<file path="src/rtl/rf_write_arbiter.sv">
// rf_write_arbiter
//   Shares the register file's single write port between the primary
//   pipeline writeback and an auxiliary long-latency unit (mult/div, debug).
//   Auxiliary writes are held in a small FIFO. They drain when the primary
//   port is idle. They are forced out when a primary write would overtake an
//   older queued write to the same register (WAW). They are also forced out
//   when the queue head has waited STARVE_LIMIT cycles.
//
// Parameters
//   DEPTH         auxiliary FIFO entries (power of two, >= 2)
//   STARVE_LIMIT  cycles a queued head may wait before a forced drain (>= 1)
//
// Ports
//   CLK, nRST                    clock, asynchronous active-low reset
//   pri_wen/pri_wsel/pri_wdat    primary writeback request
//   aux_req/aux_wsel/aux_wdat    auxiliary write request
//   aux_ack                      auxiliary request accepted this cycle
//   pri_stall                    primary write not performed; hold pri_*
//   rf_wen/rf_wsel/rf_wdat       register file write port
//   pend_mask                    bit n set while a queued entry targets rn
//   q_count                      number of queued auxiliary entries
//
// Optional feature (macro RF_ARB_STATS_EN)
//   aux_grant_cnt  saturating count of auxiliary pops
//   stall_cnt      saturating count of cycles with pri_stall=1
module rf_write_arbiter #(
  parameter int DEPTH        = 4,
  parameter int STARVE_LIMIT = 8
) (
  input  logic                       CLK,
  input  logic                       nRST,
  input  logic                       pri_wen,
  input  logic [4:0]                 pri_wsel,
  input  logic [31:0]                pri_wdat,
  input  logic                       aux_req,
  input  logic [4:0]                 aux_wsel,
  input  logic [31:0]                aux_wdat,
  output logic                       aux_ack,
  output logic                       pri_stall,
  output logic                       rf_wen,
  output logic [4:0]                 rf_wsel,
  output logic [31:0]                rf_wdat,
  output logic [31:0]                pend_mask,
  output logic [$clog2(DEPTH+1)-1:0] q_count
`ifdef RF_ARB_STATS_EN
  ,
  output logic [15:0]                aux_grant_cnt,
  output logic [15:0]                stall_cnt
`endif
);

  localparam int PW = $clog2(DEPTH);
  localparam int CW = $clog2(DEPTH + 1);
  localparam int SW = $clog2(STARVE_LIMIT + 1);

  typedef enum logic [1:0] {
    SRC_NONE,
    SRC_PRI,
    SRC_AUX
  } src_e;

  logic [4:0]       fifo_wsel [DEPTH];
  logic [31:0]      fifo_wdat [DEPTH];
  logic [DEPTH-1:0] valid;
  logic [PW-1:0]    rd_ptr;
  logic [PW-1:0]    wr_ptr;
  logic [CW-1:0]    count;
  logic [SW-1:0]    starve;

  logic full;
  logic empty;
  logic push;
  logic pop;
  logic hazard;
  logic force_drain;
  src_e src;

  assign full  = (count == CW'(DEPTH));
  assign empty = (count == '0);

  // NOTE: every signal assigned in a combinational block gets a default
  // first, so no path can leave it unassigned and infer a latch.
  always_comb begin
    pend_mask = '0;
    for (int i = 0; i < DEPTH; i++) begin
      if (valid[i]) pend_mask[fifo_wsel[i]] = 1'b1;
    end
    pend_mask[0] = 1'b0;
  end

  assign hazard      = pri_wen && (pri_wsel != 5'd0) && pend_mask[pri_wsel];
  assign force_drain = !empty && (starve == SW'(STARVE_LIMIT));

  // The request-driven outputs are qualified with nRST so that the port is
  // silent while reset is held, even if the requesters keep driving.
  assign pri_stall = nRST && pri_wen && (hazard || force_drain);

  // The full check uses the registered count, so a slot freed by this
  // cycle's pop is not reusable until the next cycle.
  assign aux_ack = nRST && aux_req && !full;
  // A write to r0 is acknowledged but discarded.
  assign push    = aux_ack && (aux_wsel != 5'd0);

  always_comb begin
    src = SRC_NONE;
    if (!nRST)          src = SRC_NONE;
    else if (pri_stall) src = SRC_AUX;
    else if (pri_wen)   src = SRC_PRI;
    else if (!empty)    src = SRC_AUX;
  end

  assign pop = (src == SRC_AUX);

  always_comb begin
    rf_wen  = 1'b0;
    rf_wsel = '0;
    rf_wdat = '0;
    unique case (src)
      SRC_PRI: begin
        rf_wen  = 1'b1;
        rf_wsel = pri_wsel;
        rf_wdat = pri_wdat;
      end
      SRC_AUX: begin
        rf_wen  = 1'b1;
        rf_wsel = fifo_wsel[rd_ptr];
        rf_wdat = fifo_wdat[rd_ptr];
      end
      default: ;
    endcase
  end

  // NOTE: state registers use non-blocking assignments so every flop
  // samples pre-edge values regardless of evaluation order.
  always_ff @(posedge CLK or negedge nRST) begin
    if (!nRST) begin
      rd_ptr <= '0;
      wr_ptr <= '0;
      count  <= '0;
      starve <= '0;
      valid  <= '0;
    end else begin
      // rd_ptr and wr_ptr only coincide when empty (no pop) or full (no
      // push), so the two valid updates never target the same slot.
      if (pop) begin
        rd_ptr        <= rd_ptr + PW'(1);
        valid[rd_ptr] <= 1'b0;
      end
      if (push) begin
        wr_ptr        <= wr_ptr + PW'(1);
        valid[wr_ptr] <= 1'b1;
      end
      unique case ({push, pop})
        2'b10:   count <= count + CW'(1);
        2'b01:   count <= count - CW'(1);
        default: ;
      endcase
      if (pop || empty)                      starve <= '0;
      else if (starve != SW'(STARVE_LIMIT))  starve <= starve + SW'(1);
    end
  end

  // NOTE: the payload array has no reset; the valid bits alone qualify it,
  // so leaving it unreset lets it map onto plain storage.
  always_ff @(posedge CLK) begin
    if (push) begin
      fifo_wsel[wr_ptr] <= aux_wsel;
      fifo_wdat[wr_ptr] <= aux_wdat;
    end
  end

  assign q_count = count;

`ifdef RF_ARB_STATS_EN
  always_ff @(posedge CLK or negedge nRST) begin
    if (!nRST) begin
      aux_grant_cnt <= '0;
      stall_cnt     <= '0;
    end else begin
      if (pop && (aux_grant_cnt != 16'hFFFF))   aux_grant_cnt <= aux_grant_cnt + 16'd1;
      if (pri_stall && (stall_cnt != 16'hFFFF)) stall_cnt     <= stall_cnt + 16'd1;
    end
  end
`endif

endmodule

</file>
<file path="config.mk">
export PLATFORM = sky130hd
export DESIGN_NAME = rf_write_arbiter
export DESIGN_NICKNAME = d
export VERILOG_FILES = /design/src/rtl/rf_write_arbiter.sv
export SDC_FILE = /design/constraint.sdc
export NUM_CORES = 1
export LEC_CHECK = 0
export CAP_MARGIN = 10
export CORE_ASPECT_RATIO = 2
export CORE_MARGIN = 10
export CORE_UTILIZATION = 50
export CTS_CLUSTER_DIAMETER = 40
export DETAILED_ROUTE_END_ITERATION = 8
export PLACE_DENSITY = 0.77
export SLEW_MARGIN = 20
export SYNTH_ARGS = -nofsm -noshare
export SYNTH_HDL_FRONTEND = slang
export SYNTH_SLANG_ARGS = --single-unit
</file>
<file path="constraint.sdc">
create_clock -name CLK -period 6.9 [get_ports CLK]
set_input_delay 0.69 -clock CLK [delete_from_list [all_inputs] [get_ports CLK]]
set_output_delay 0.69 -clock CLK [all_outputs]
set_load 0.02 [all_outputs]
</file>
== After elaboration in Yosys (flattened, before gate mapping) ==
Memories as Yosys holds them, arrays and structs flattened.
Cells that the tools add are included.
Cells by class
  $add $sub $neg: 5
  multiplexer cells: 32
  magnitude comparators: 13
  reduce and logical (&&, ||, !) cells: 24
  equal/unequal tests: 7
  bitwise gates (word level): 6
Operator list (number)
  2-to-1 mux 32 bit: 4
  bitwise OR 32 bit: 3
  case mux 32 bit (2 select lines): 1
  < comparator 5 x 6 -> 1 bit, second input constant: 5
  demux 1 bit (select 5 bit): 4
  >= comparator 5 x 1 -> 1 bit, second input constant: 4
  2-to-1 mux 4 bit: 4
  logical AND 1 bit: 14
  2-to-1 mux 1 bit: 10
  case mux 5 bit (2 select lines): 1
  nonzero test 5 bit: 2
  2-to-1 mux 2 bit: 4
  < comparator 2 x 3 -> 1 bit, second input constant: 2
  case mux 3 bit (2 select lines): 1
  binary-select mux 1 bit (select 5 bit): 1
  adder 2 x 1 -> 2 bit, second input constant: 2
  adder 4 x 1 -> 4 bit, second input constant: 1
  AND 4 bit: 1
  demux 1 bit (select 2 bit): 2
  equality test 2 x 1 -> 1 bit, second input constant: 2
  equality test 2 bit, second input constant: 2
  equality test 4 bit, second input constant: 1
  >= comparator 2 x 1 -> 1 bit, second input constant: 2
  != test 4 bit, second input constant: 1
  10 further kinds: 13
Storage, ports and cells
  word-level logic and storage cells: 94
  bits in writable memories: 148
  memories: 2
  input port bits: 78
  register bits: 15
  output and inout port bits: 75
Memories
  fifo_wdat: words 4, bits a word 32, rd ports 1, clocked after Yosys merged registers in 0, write ports 1, RTL line 63  | logic [31:0] fifo_wdat [DEPTH];
  fifo_wsel: words 4, bits a word 5, rd ports 5, clocked after Yosys merged registers in 0, write ports 1, RTL line 62  | logic [4:0] fifo_wsel [DEPTH];

== Longest topological paths before layout ==
Gate-level depths: netlist of run 1.
An unclocked memory read counts as a cell.
  word-level depth: 23
  mapped depth: 15
  gate-level depth less buffers: 14

== Least setup slack after synthesis of run 1 ==
Ideal clock, no wire load.
  path type: register -> output
  from: memory fifo_wsel[3][1]
  to: output rf_wdat[0]
  stages on the path, launching flop included: 13
  data required time: 6.210 ns
  setup slack: 2.870 ns
  data arrival time: 3.340 ns
  cells stage by stage: edfxtp_1 > or2_2 > clkbuf_1 > o221ai_1 > nor2_1 > a2111oi_0 > o41ai_2 > o31ai_1 > ha_1 > clkbuf_1 > buf_1 > a22oi_1 > nor2_1
RTL lines
  start, declared: RTL line 62
  end, declared: RTL line 42  | output logic [31:0] rf_wdat,

==> results by group, run 1 <==
Timing
  – RSZ-0062 raised after global routing: no
  – Worst slew pin tran: 1.179 ns
  – Period utilisation layout: 88.59%
  – Final slew viol count: 0
  – Setup WS post-layout: between 0.7 and 0.8 ns
  – Fmax: between 150 and 200 MHz
  – Worst Clk Skew: 0.01266 ns
  – Post-layout minimum cycle time: between 6 and 7 ns
  – Hold Violations, Final: 0
  – Setup tns final: 0 ns
  – Max_slew headroom: a little under 20%
  – Endpoints failing setup: 0

Floorplanning
  – Core ar.: 0.01586 mm²
  – I/O pin count: between 150 and 200
  – Initial core utilization: roughly 51%
  – Die X: between 100 and 150 µm
  – Die area: approximately 0.022 mm²
  – Die Y: 200.2 µm
  – # rows: between 60 and 70

Yosys
  – Sequential fraction of the synthesis area: 59.40%
  – Seq cells post-synth: 163
  – Largest area contributor in the netlist: edfxtp_1
  – Async S/R FF share, synth: a little under a tenth
  – Synth Instances: 563
  – Main area contributors after synthesis: edfxtp_1, mux4_2, dfrtp_1, a22oi_1, nor2_1
  – Number of flops mapped to enable cells by yosys: approximately 150
  – Synth unique cells: 67
  – Yosys top cell area share: a little over half
  – Mapped Avg Cell Area: around 14 µm²
  – Synth Cell Area: a little over 0.008 mm²
  – Synth Flop Type: edfxtp_1
  – Ys Warns: 0
  – Synth Net Count: 655

Place
  – Gp weighted congestion: about 1
  – HPWL after DPL: roughly 18 mm
  – Port-buffer cells: 151
  – Inst Count DP: 882
  – Dpl ws: 1.118 ns

Pwr
  – Switching power total: around 0.0011 W
  – Logic pwr share: between 30% and 40%
  – Int Power: 0.002323 W
  – Clk pwr share: 29.3%
  – Switch share: about a third
  – Pwr/cell area: around 330 mW/mm²
  – Seq pwr share: roughly 40%
  – Pleak: between 3 and 4 nW
  – Peak supply drop: ~0.3 mV

Critical path
  – Worst path cell trace: nand4b_1 > o32a_1 > o221ai_1 > nor2_1 > a2111oi_0 > o41ai_2 > o31ai_1 > ha_2 > a22oi_1 > nor2_1 > clkdlybuf4s50_1
  – Max incr delay on CP: around 1.0 ns
  – Crit path kind: flip-flop to output pin
  – Master of the slowest instance on the critical path: a2111oi_0
  – Setup slack, reg-to-reg: 1.59 ns
  – Worst endpoint data arrival time: 5.42 ns
  – Worst-path fanout max: 46
  – Critical Path End: rf_wdat[23]
  – Critical path capture point type: output pin
  – Crit. Startpoint: fifo_wsel[2][4]
  – Worst path most repeated cell: nor2_1
  – Delay-heaviest family, CP: compound AO/OA/AOI/OAI gates
  – Startpoint types: flip-flop
  – R2r endpoint: q_count[2]
  – Reg2reg start: fifo_wsel[2][4]
  – Worst path buffer plus inverter count: 1
  – Worst reg2reg path depth: 14
  – Worst path depth: 11
  – Req. time, crit path: 6.21 ns

Clocking
  – Setup bufs post-CTS: 0
  – CTS resizes: 0
  – Number of CTS-inserted buffers: 17
  – Max clock buf depth: 2
  – Root Driver: clkbuf_16
  – CTS clk-pin slew, worst paths: 0.07 ns
  – # H-tree levels: 4
  – CTS tree: yes
  – # hold bufs at CTS: 0
  – Clk sinks: 163
  – Clock Latency Late Sink: 0.43 ns

Cells and area
  – FF/Latch Area: ~0.0048 mm²
  – Non-filler cells, final: about 900
  – Fill count: around 1100
  – Total Nets Final: between 700 and 800
  – Share of cells above drive strength 1: between 10% and 20%
  – Ant. Diodes: 0
  – Area Growth Syn to Fin: 28.02%
  – Multi-input logic area: slightly above 0.003 mm²

Run status
  – Outcome: finished, final reports clean

Global routing
  – Initial antenna violation count: 0
  – Largest net degree at the start of global routing: 47
  – Vias in the first global route: approximately 6200
  – Tot GR Track Use: about a quarter
  – First-pass GRT wire length: between 30 and 40 mm
  – Gr ovfl total: 0

Routing
  – Via count: approximately 6000
  – Drt total wl: 25.46 mm
  – Drt drc: 0
  – Routed len/inst: 27.86 µm
  – Vias per cell: between 6 and 7
  – Antenna-violating nets left: 0
  – DR pass1 iterations: 5
  – 1st-iter DRT viols: around 370

Worst hold path
  – Hold Path Class: flip-flop to flip-flop

Job
  – Max-cap violations: 0
-- layout make-up --
class	count	share of cell area (%)
Sequential cell	163	46.42
Multi-Input combinational cell	345	29.70
Timing Repair Buffer	152	14.62
Clock buffer	18	4.132
Tap cell	201	2.421
Clock inverter	14	1.939
Inverter	21	0.7589
-- power by group through the flow --
stage | clock [W] | combinational (W) | sequential (W)
6_report | 0.000991 | 0.00103 | 0.00136
5_1_grt | 0.00104 | 0.00111 | 0.00138
4_1_cts | 0.00100 | 0.00104 | 0.00136
3_5_place_dp | 0 | 0.00103 | 0.00138
3_3_place_gp | 0 | 0.00102 | 0.00137
2_1_floorplan | 0 | 0.000717 | 0.00130
-- registers in the layout, summed over array words and instances, names as in the netlist --
name       flops
q_count        3
fifo_wdat    128
wr_ptr         2
rd_ptr         2
valid          4
starve         4
fifo_wsel     20
-- per-layer routing --
layer | wire [µm] | part of all wire [%] | vias up | track usage (%)
li1 | - | - | 2579 | -
met5 | 0 | 0 | - | 0
met1 | 7603 | 30 | 2905 | 21.90
met2 | 14750 | 58 | 299 | 43.31
met4 | 1497 | 5.9 | 0 | 14.58
met3 | 1606 | 6.3 | 83 | 5.204
-- tightest hold or removal path, stage by stage (launching register included) --
cell,delay (ns)
dfrtp_1,0.39
nand2_1,0.06
o21ai_0,0.06
-- synthesized netlist by cell type (13+ instances only) --
master / n
a22oi_1: 40
clkbuf_1: 20
dfrtp_1: 15
edfxtp_1: 148
ha_1: 13
inv_1: 19
mux4_2: 38
nand2_1: 20
nor2_1: 53
o221ai_1: 14
o22ai_1: 19
-- per-stage QoR --
step	total power, W	util, %	instance area [µm²]	hold slack (ns)
2_1_floorplan	0.002017	-	8114	0.3944
3_3_place_gp	0.002386	61.48	9751	0.5155
3_5_place_dp	0.002414	61.48	9751	0.5337
4_1_cts	0.003404	65.46	10380	0.5477
5_1_grt	0.003531	65.50	10390	0.5750
6_report	0.003385	65.50	10390	0.5440
-- cells by family after synthesis --
family                     synth area share (%)
AOI/OAI and AO/OA                         12.88
xor gates and xnor gates                 0.7556
adders and majority gates                 2.251
buffers and inverters                     2.776
DFF                                       59.40
muxes                                     11.29
other                                   0.04622
and+or+nand+nor                           10.61
-- worst min-delay path by stage --
| stage | slack [ns] | end | cells after the start | start |
|---|---|---|---|---|
| finish | 0.54 | q_count[1] | 2 | q_count[1] |
| global route | 0.57 | q_count[2] | 1 | q_count[2] |
| global placement | 0.52 | q_count[0] | 1 | q_count[0] |
| detailed placement | 0.53 | q_count[1] | 2 | q_count[1] |
| CTS | 0.55 | q_count[1] | 2 | q_count[1] |
| floorplan | 0.39 | q_count[0] | 0 | nRST |
-- cell usage in the layout, fill, tap and decap left out, types with 8 or more instances in the layout --
cell and instances:
o221ai_1 14, nand2b_1 10, o22a_1 8, ha_1 11, clkbuf_16 17, o22ai_1 19
nand4b_1 10, clkdlybuf4s50_1 151, nand2_1 20, dfrtp_1 13, a221o_1 9, nor2_1 53
inv_1 19, edfxtp_1 148, a22oi_1 40, mux4_2 38
(Power assumes the default switching activity.)
==> run 2, diff against run 1 <==
--- a/constraint.sdc
+++ b/constraint.sdc
@@ -3,2 +3,2 @@
 set_output_delay 0.69 -clock CLK [all_outputs]
-set_load 0.02 [all_outputs]
+set_load 0.05 [all_outputs]
==> run 2 against run 1 <==
Count of clock-buffer cells in the layout grew 1; critical endpoint is now rf_wsel[2]; combinational power grew 14%; highest routed layer unchanged; final area shrank 0.19%; sequential share of layout area grew 0.090 points; clock power shrank 6.5%.
==> results by group, run 2 (synthesized netlist as in run 1, its figures left out) <==
Run status
  – Outcome: finished, final reports clean

Routing
  – 1st-iter DRT viols: 330
  – Vias per cell: roughly 6.4
  – DR pass1 iterations: 5
  – Drt total wl: about 26 mm
  – Routed len/inst: 27.85 µm
  – Drt drc: 0
  – Via count: around 5900
  – Antenna-violating nets left: 0

Cells and area
  – Final core occ: around two thirds
  – Total Nets Final: 794
  – Share of cells above drive strength 1: between 10% and 20%
  – Fill count: around 1100
  – Post-route design area: approximately 0.010 mm²
  – Most frequent cells in the layout: clkdlybuf4s50_1, edfxtp_1, nor2_1, a22oi_1, mux4_2
  – Top flop regs: fifo_wdat x128, fifo_wsel x20
  – Area Growth Syn to Fin: 27.77%
  – Most common cell after layout, fill and taps aside: clkdlybuf4s50_1
  – Biggest register: fifo_wdat
  – Max FFs per register: 128

Clocking
  – Number of CTS-inserted buffers: 17
  – Max clock buf depth: 2
  – Clock Latency Late Sink: 0.42 ns
  – CTS clk-pin slew, worst paths: ~0.060 ns
  – # H-tree levels: 4
  – Root Driver: clkbuf_16
  – CTS resizes: 0
  – CTS tree: yes
  – # hold bufs at CTS: 0
  – Setup bufs post-CTS: 0
  – Clk sinks: roughly 160

Timing
  – Endpoints failing setup: 0
  – Worst slew pin tran: around 1.1 ns
  – Worst Clk Skew: approximately 0.0077 ns
  – Final slew viol count: 0
  – Post-layout minimum cycle time: about 5.9 ns
  – Max_slew headroom: roughly 30%
  – Period utilisation layout: a little over four fifths
  – Hold Violations, Final: 0
  – RSZ-0062 raised after global routing: no
  – Setup tns final: 0 ns
  – Fmax: 170.8 MHz
  – Hold slack: about 0.53 ns

Critical path
  – Worst-path fanout max: 46
  – Worst path most repeated cell: a221o_1
  – Req. time, crit path: slightly above 6 ns
  – Master of the slowest instance on the critical path: ha_2
  – Critical path capture point type: output pin
  – Worst endpoint data arrival time: ~5.2 ns
  – Worst path cell trace: nor4bb_2 > a221o_1 > a221o_1 > a221o_1 > o41ai_2 > o31ai_1 > ha_2 > a22oi_1 > nor2_1 > clkdlybuf4s50_1
  – Delay-heaviest family, CP: compound AO/OA/AOI/OAI gates
  – Worst path buffer plus inverter count: 1
  – Startpoint types: flip-flop
  – Max incr delay on CP: 0.92 ns
  – Crit path kind: flip-flop to output pin

Floorplanning
  – Core ar.: 0.01586 mm²
  – Die area: approximately 0.022 mm²
  – I/O pin count: 153
  – Die X: around 110 µm
  – Die Y: around 200 µm
  – # rows: 65
  – Initial core utilization: between 50 and 60%

Place
  – HPWL after DPL: between 15 and 20 mm
  – Placed instance area: ~0.0098 mm²
  – Gp weighted congestion: approximately 0.97
  – Port-buffer cells: approximately 150

Job
  – Max-cap violations: 0

Pwr
  – Pleak: approximately 3.4 nW
  – Pwr/cell area: 334.1 mW/mm²
  – Peak supply drop: approximately 0.33 mV
  – Power Total: roughly 0.0035 W

Global routing
  – GR Util met3: 5.718%
  – Met1 Resource Use GR: 22.18%
  – Initial antenna violation count: 1
  – GR Layer Usage met2: 42.53%
  – Gr ovfl total: 0
  – Vias in the first global route: around 6300
  – Tot GR Track Use: between 20% and 30%
  – First-pass GRT wire length: 38.14 mm
  – Layer with the highest usage: met2
  – Largest net degree at the start of global routing: 47

Worst hold path
  – Hold Path Class: flip-flop to flip-flop
==> run 2: cell types whose count changed in the layout (fill, tap and decap cells not counted), sizes merged <==
cell,previous run,this run
diode,0,1
clkinv,7,10
clkbuf,18,19
buf,1,3
clkinvlp,2,1
bufinv,4,3
inv,22,20
==> run 2: final timing paths <==
path | from | endpoint | slack, ns | cells past startpoint
worst min register to register | q_count[0] | q_count[0] | 0.53 | 1
worst max register to register | valid[0] | q_count[2] | 2.15 | 13
max in group asynchronous | nRST | rd_ptr[1] | 5.53 | 1
worst max-delay path | valid[0] | rf_wsel[2] | 1.05 | 10
min in group asynchronous | nRST | q_count[0] | 0.77 | 1
worst min-delay path | q_count[0] | q_count[0] | 0.53 | 1
==> run 2: cell type report <==
cell class	instances	area [µm²]	share of cell area, %
Timing Repair Buffer	154	1534	14.80
Clock buffer	19	432.9	4.176
Clock inverter	13	160.2	1.545
Inverter	21	78.83	0.7603
Multi-Input combinational cell	345	3085	29.76
Antenna cell	1	2.502	0.02414
Sequential cell	163	4822	46.51
Tap cell	201	251.5	2.426
==> run 2: power by group <==
group	switching [W]	leakage [nW]	internal (W)	total (W)
logic	0.000679	1.64	0.000494	0.00117
registers	0.000145	1.52	0.00122	0.00136
clock network	0.000358	0.289	0.000568	0.000927
total	0.00118	3.45	0.00228	0.00346
==> run 2: stage by stage <==
stage / instances / worst slack, ns
floorplan: 563 / 2.060
global placement: 884 / 1.428
detailed placement: 884 / 1.306
CTS: 916 / 0.9258
global route: 917 / 0.7456
finish: 917 / 1.046
==> run 2: routing by layer <==
metal | up-vias | part of all wire, %
met5 | - | 0
met4 | 0 | 6.1
met3 | 83 | 6.3
met2 | 306 | 57
met1 | 2925 | 30
li1 | 2584 | -
==> run 3, diff against run 2 <==
clock period = 5.75 ns   (was 6.9 ns; I/O delays follow)
==> run 3 against run 2 <==
Utilization grew 0.37 points; combinational power is 17% higher; final cell count increased by 0.65%; setup slack worse by 0.81 ns; clock power is 19% higher; die area is the same; count of clock-buffer cells in the layout down 2; sequential cell count unchanged; register-to-register slack got worse by 0.93 ns; total power up 20%; first-iteration DRC count rose by 20%; largest power group unchanged; highest routed layer unchanged.
==> results by group, run 3 (synthesized netlist as in run 1, its figures left out) <==
Run status
  – Outcome: finished, final reports clean

Timing
  – Fmax: 181.4 MHz
  – Post-layout minimum cycle time: 5.511 ns
  – RSZ-0062 raised after global routing: no
  – Period utilisation layout: 95.85%
  – Max_slew headroom: 30.51%
  – Worst Clk Skew: around 0.0069 ns
  – Hold Violations, Final: 0
  – Endpoints failing setup: 0
  – Worst slew pin tran: 1.042 ns
  – Final slew viol count: 0
  – Setup tns final: 0 ns

Clocking
  – # H-tree levels: 4
  – Clock Latency Late Sink: between 0.4 and 0.5 ns
  – CTS clk-pin slew, worst paths: ~0.060 ns
  – # hold bufs at CTS: 0
  – Root Driver: clkbuf_16
  – CTS resizes: 0
  – Setup bufs post-CTS: 0
  – Number of CTS-inserted buffers: 17
  – CTS tree: yes
  – Clk sinks: about 160
  – Max clock buf depth: 2

Critical path
  – Req. time, crit path: ~5.2 ns
  – Max incr delay on CP: between 0.8 and 0.9 ns
  – Worst path cell trace: or4b_2 > o22ai_1 > o21ai_0 > o2111ai_1 > a221o_1 > o41ai_2 > o31ai_1 > ha_2 > buf_12 > a22oi_1 > nor2_1 > clkdlybuf4s50_1
  – Master of the slowest instance on the critical path: clkdlybuf4s50_1
  – Startpoint types: flip-flop
  – Critical path capture point type: output pin
  – Crit path kind: flip-flop to output pin
  – Worst endpoint data arrival time: between 4 and 5 ns
  – Worst-path fanout max: 30

Floorplanning
  – Initial core utilization: between 50 and 60%
  – Core ar.: 0.01586 mm²
  – Die area: 0.02203 mm²
  – I/O pin count: 153
  – Die X: ~110 µm
  – Die Y: around 200 µm
  – # rows: 65

Place
  – HPWL after DPL: about 18 mm
  – Gp weighted congestion: around 0.94
  – Inst Count DP: a little under 900
  – Port-buffer cells: 151

Pwr
  – Pleak: about 3.5 nW
  – Pwr/cell area: ~400 mW/mm²
  – Peak supply drop: approximately 0.37 mV

Worst hold path
  – Hold Path Class: input port to async pin

Cells and area
  – Max FFs per register: about 130
  – Biggest register: fifo_wdat
  – Most frequent cells in the layout: clkdlybuf4s50_1, edfxtp_1, nor2_1, a22oi_1, mux4_2
  – Area Growth Syn to Fin: 28.50%
  – Most common cell after layout, fill and taps aside: clkdlybuf4s50_1
  – Top flop regs: fifo_wdat x128, fifo_wsel x20
  – Total Nets Final: 799
  – Non-filler cells, final: 923
  – Share of cells above drive strength 1: approximately 15%
  – Fill count: 1164

Routing
  – DR pass1 iterations: 5
  – Antenna-violating nets left: 0
  – Via count: roughly 5900
  – Drt drc: 0
  – Vias per cell: 6.438
  – Routed len/inst: 26.76 µm
  – Drt total wl: 24.70 mm
  – 1st-iter DRT viols: around 400

Global routing
  – Largest net degree at the start of global routing: 41
  – First-pass GRT wire length: 37.21 mm
  – Vias in the first global route: approximately 6300
  – Gr ovfl total: 0
  – Initial antenna violation count: 2
  – Tot GR Track Use: roughly 23%

Job
  – Max-cap violations: 0
==> run 3: metrics by stage <==
| step | util [%] | total power, W | instance area (µm²) | hold WS [ns] | setup WS, ns |
|---|---|---|---|---|---|
| 6_report | 65.74 | 0.004154 | 10430 | 0.4856 | 0.2387 |
| 2_1_floorplan | - | 0.002588 | 8114 | 0.2794 | 1.025 |
| 5_1_grt | 65.74 | 0.004333 | 10430 | 0.4925 | 0.04607 |
| 4_1_cts | 65.71 | 0.004188 | 10420 | 0.4788 | 0.2832 |
| 3_3_place_gp | 62.05 | 0.003038 | 9841 | 0.5090 | 0.7035 |
| 3_5_place_dp | 62.05 | 0.003085 | 9841 | 0.5223 | 0.6024 |
==> run 3: critical path, delay by kind of cell (launching register included) <==
kind | cells | cell delay (ns)
compound gates | 7 | 1.29
fa+ha+maj | 1 | 0.74
buf+inv | 2 | 1.05
flops | 1 | 0.53
simple gates | 2 | 0.87
==> run 3: power breakdown <==
group / total (W) / leakage (nW) / switching, W / internal (W)
combinational: 0.00137 / 1.67 / 0.000761 / 0.000609
sequential: 0.00169 / 1.52 / 0.000224 / 0.00146
clock: 0.00110 / 0.272 / 0.000457 / 0.000642
total: 0.00415 / 3.47 / 0.00144 / 0.00271
==> run 3: layout make-up <==
cell class	instances	area [µm²]	area share [%]
antenna	2	5.005	0.04800
clock buffer	17	425.4	4.080
clock inverter	15	155.1	1.488
inverter	21	78.83	0.7560
multi-input combinational	345	3079	29.53
sequential	163	4822	46.25
tap	201	251.5	2.412
timing repair buffer	159	1609	15.43
==> run 3: routing by layer <==
metal | up-vias | part of all wire (%) | track usage [%]
met4 | 0 | 6.3 | 16.17
li1 | 2587 | - | -
met3 | 92 | 6.1 | 4.433
met1 | 2964 | 31 | 21.57
met2 | 299 | 56 | 40.85
met5 | - | 0 | 0
==> run 3: worst paths after layout <==
check	cells past startpoint	start	endpoint	slack (ns)
worst max-delay path	12	fifo_wsel[2][4]	rf_wdat[5]	0.24
worst min-delay path	2	nRST	starve[0]	0.49
worst max register to register	14	fifo_wsel[2][4]	q_count[2]	1.22
worst min register to register	2	q_count[1]	q_count[1]	0.54
max in group asynchronous	2	nRST	rd_ptr[1]	5.04
min in group CLK	2	q_count[1]	q_count[1]	0.54
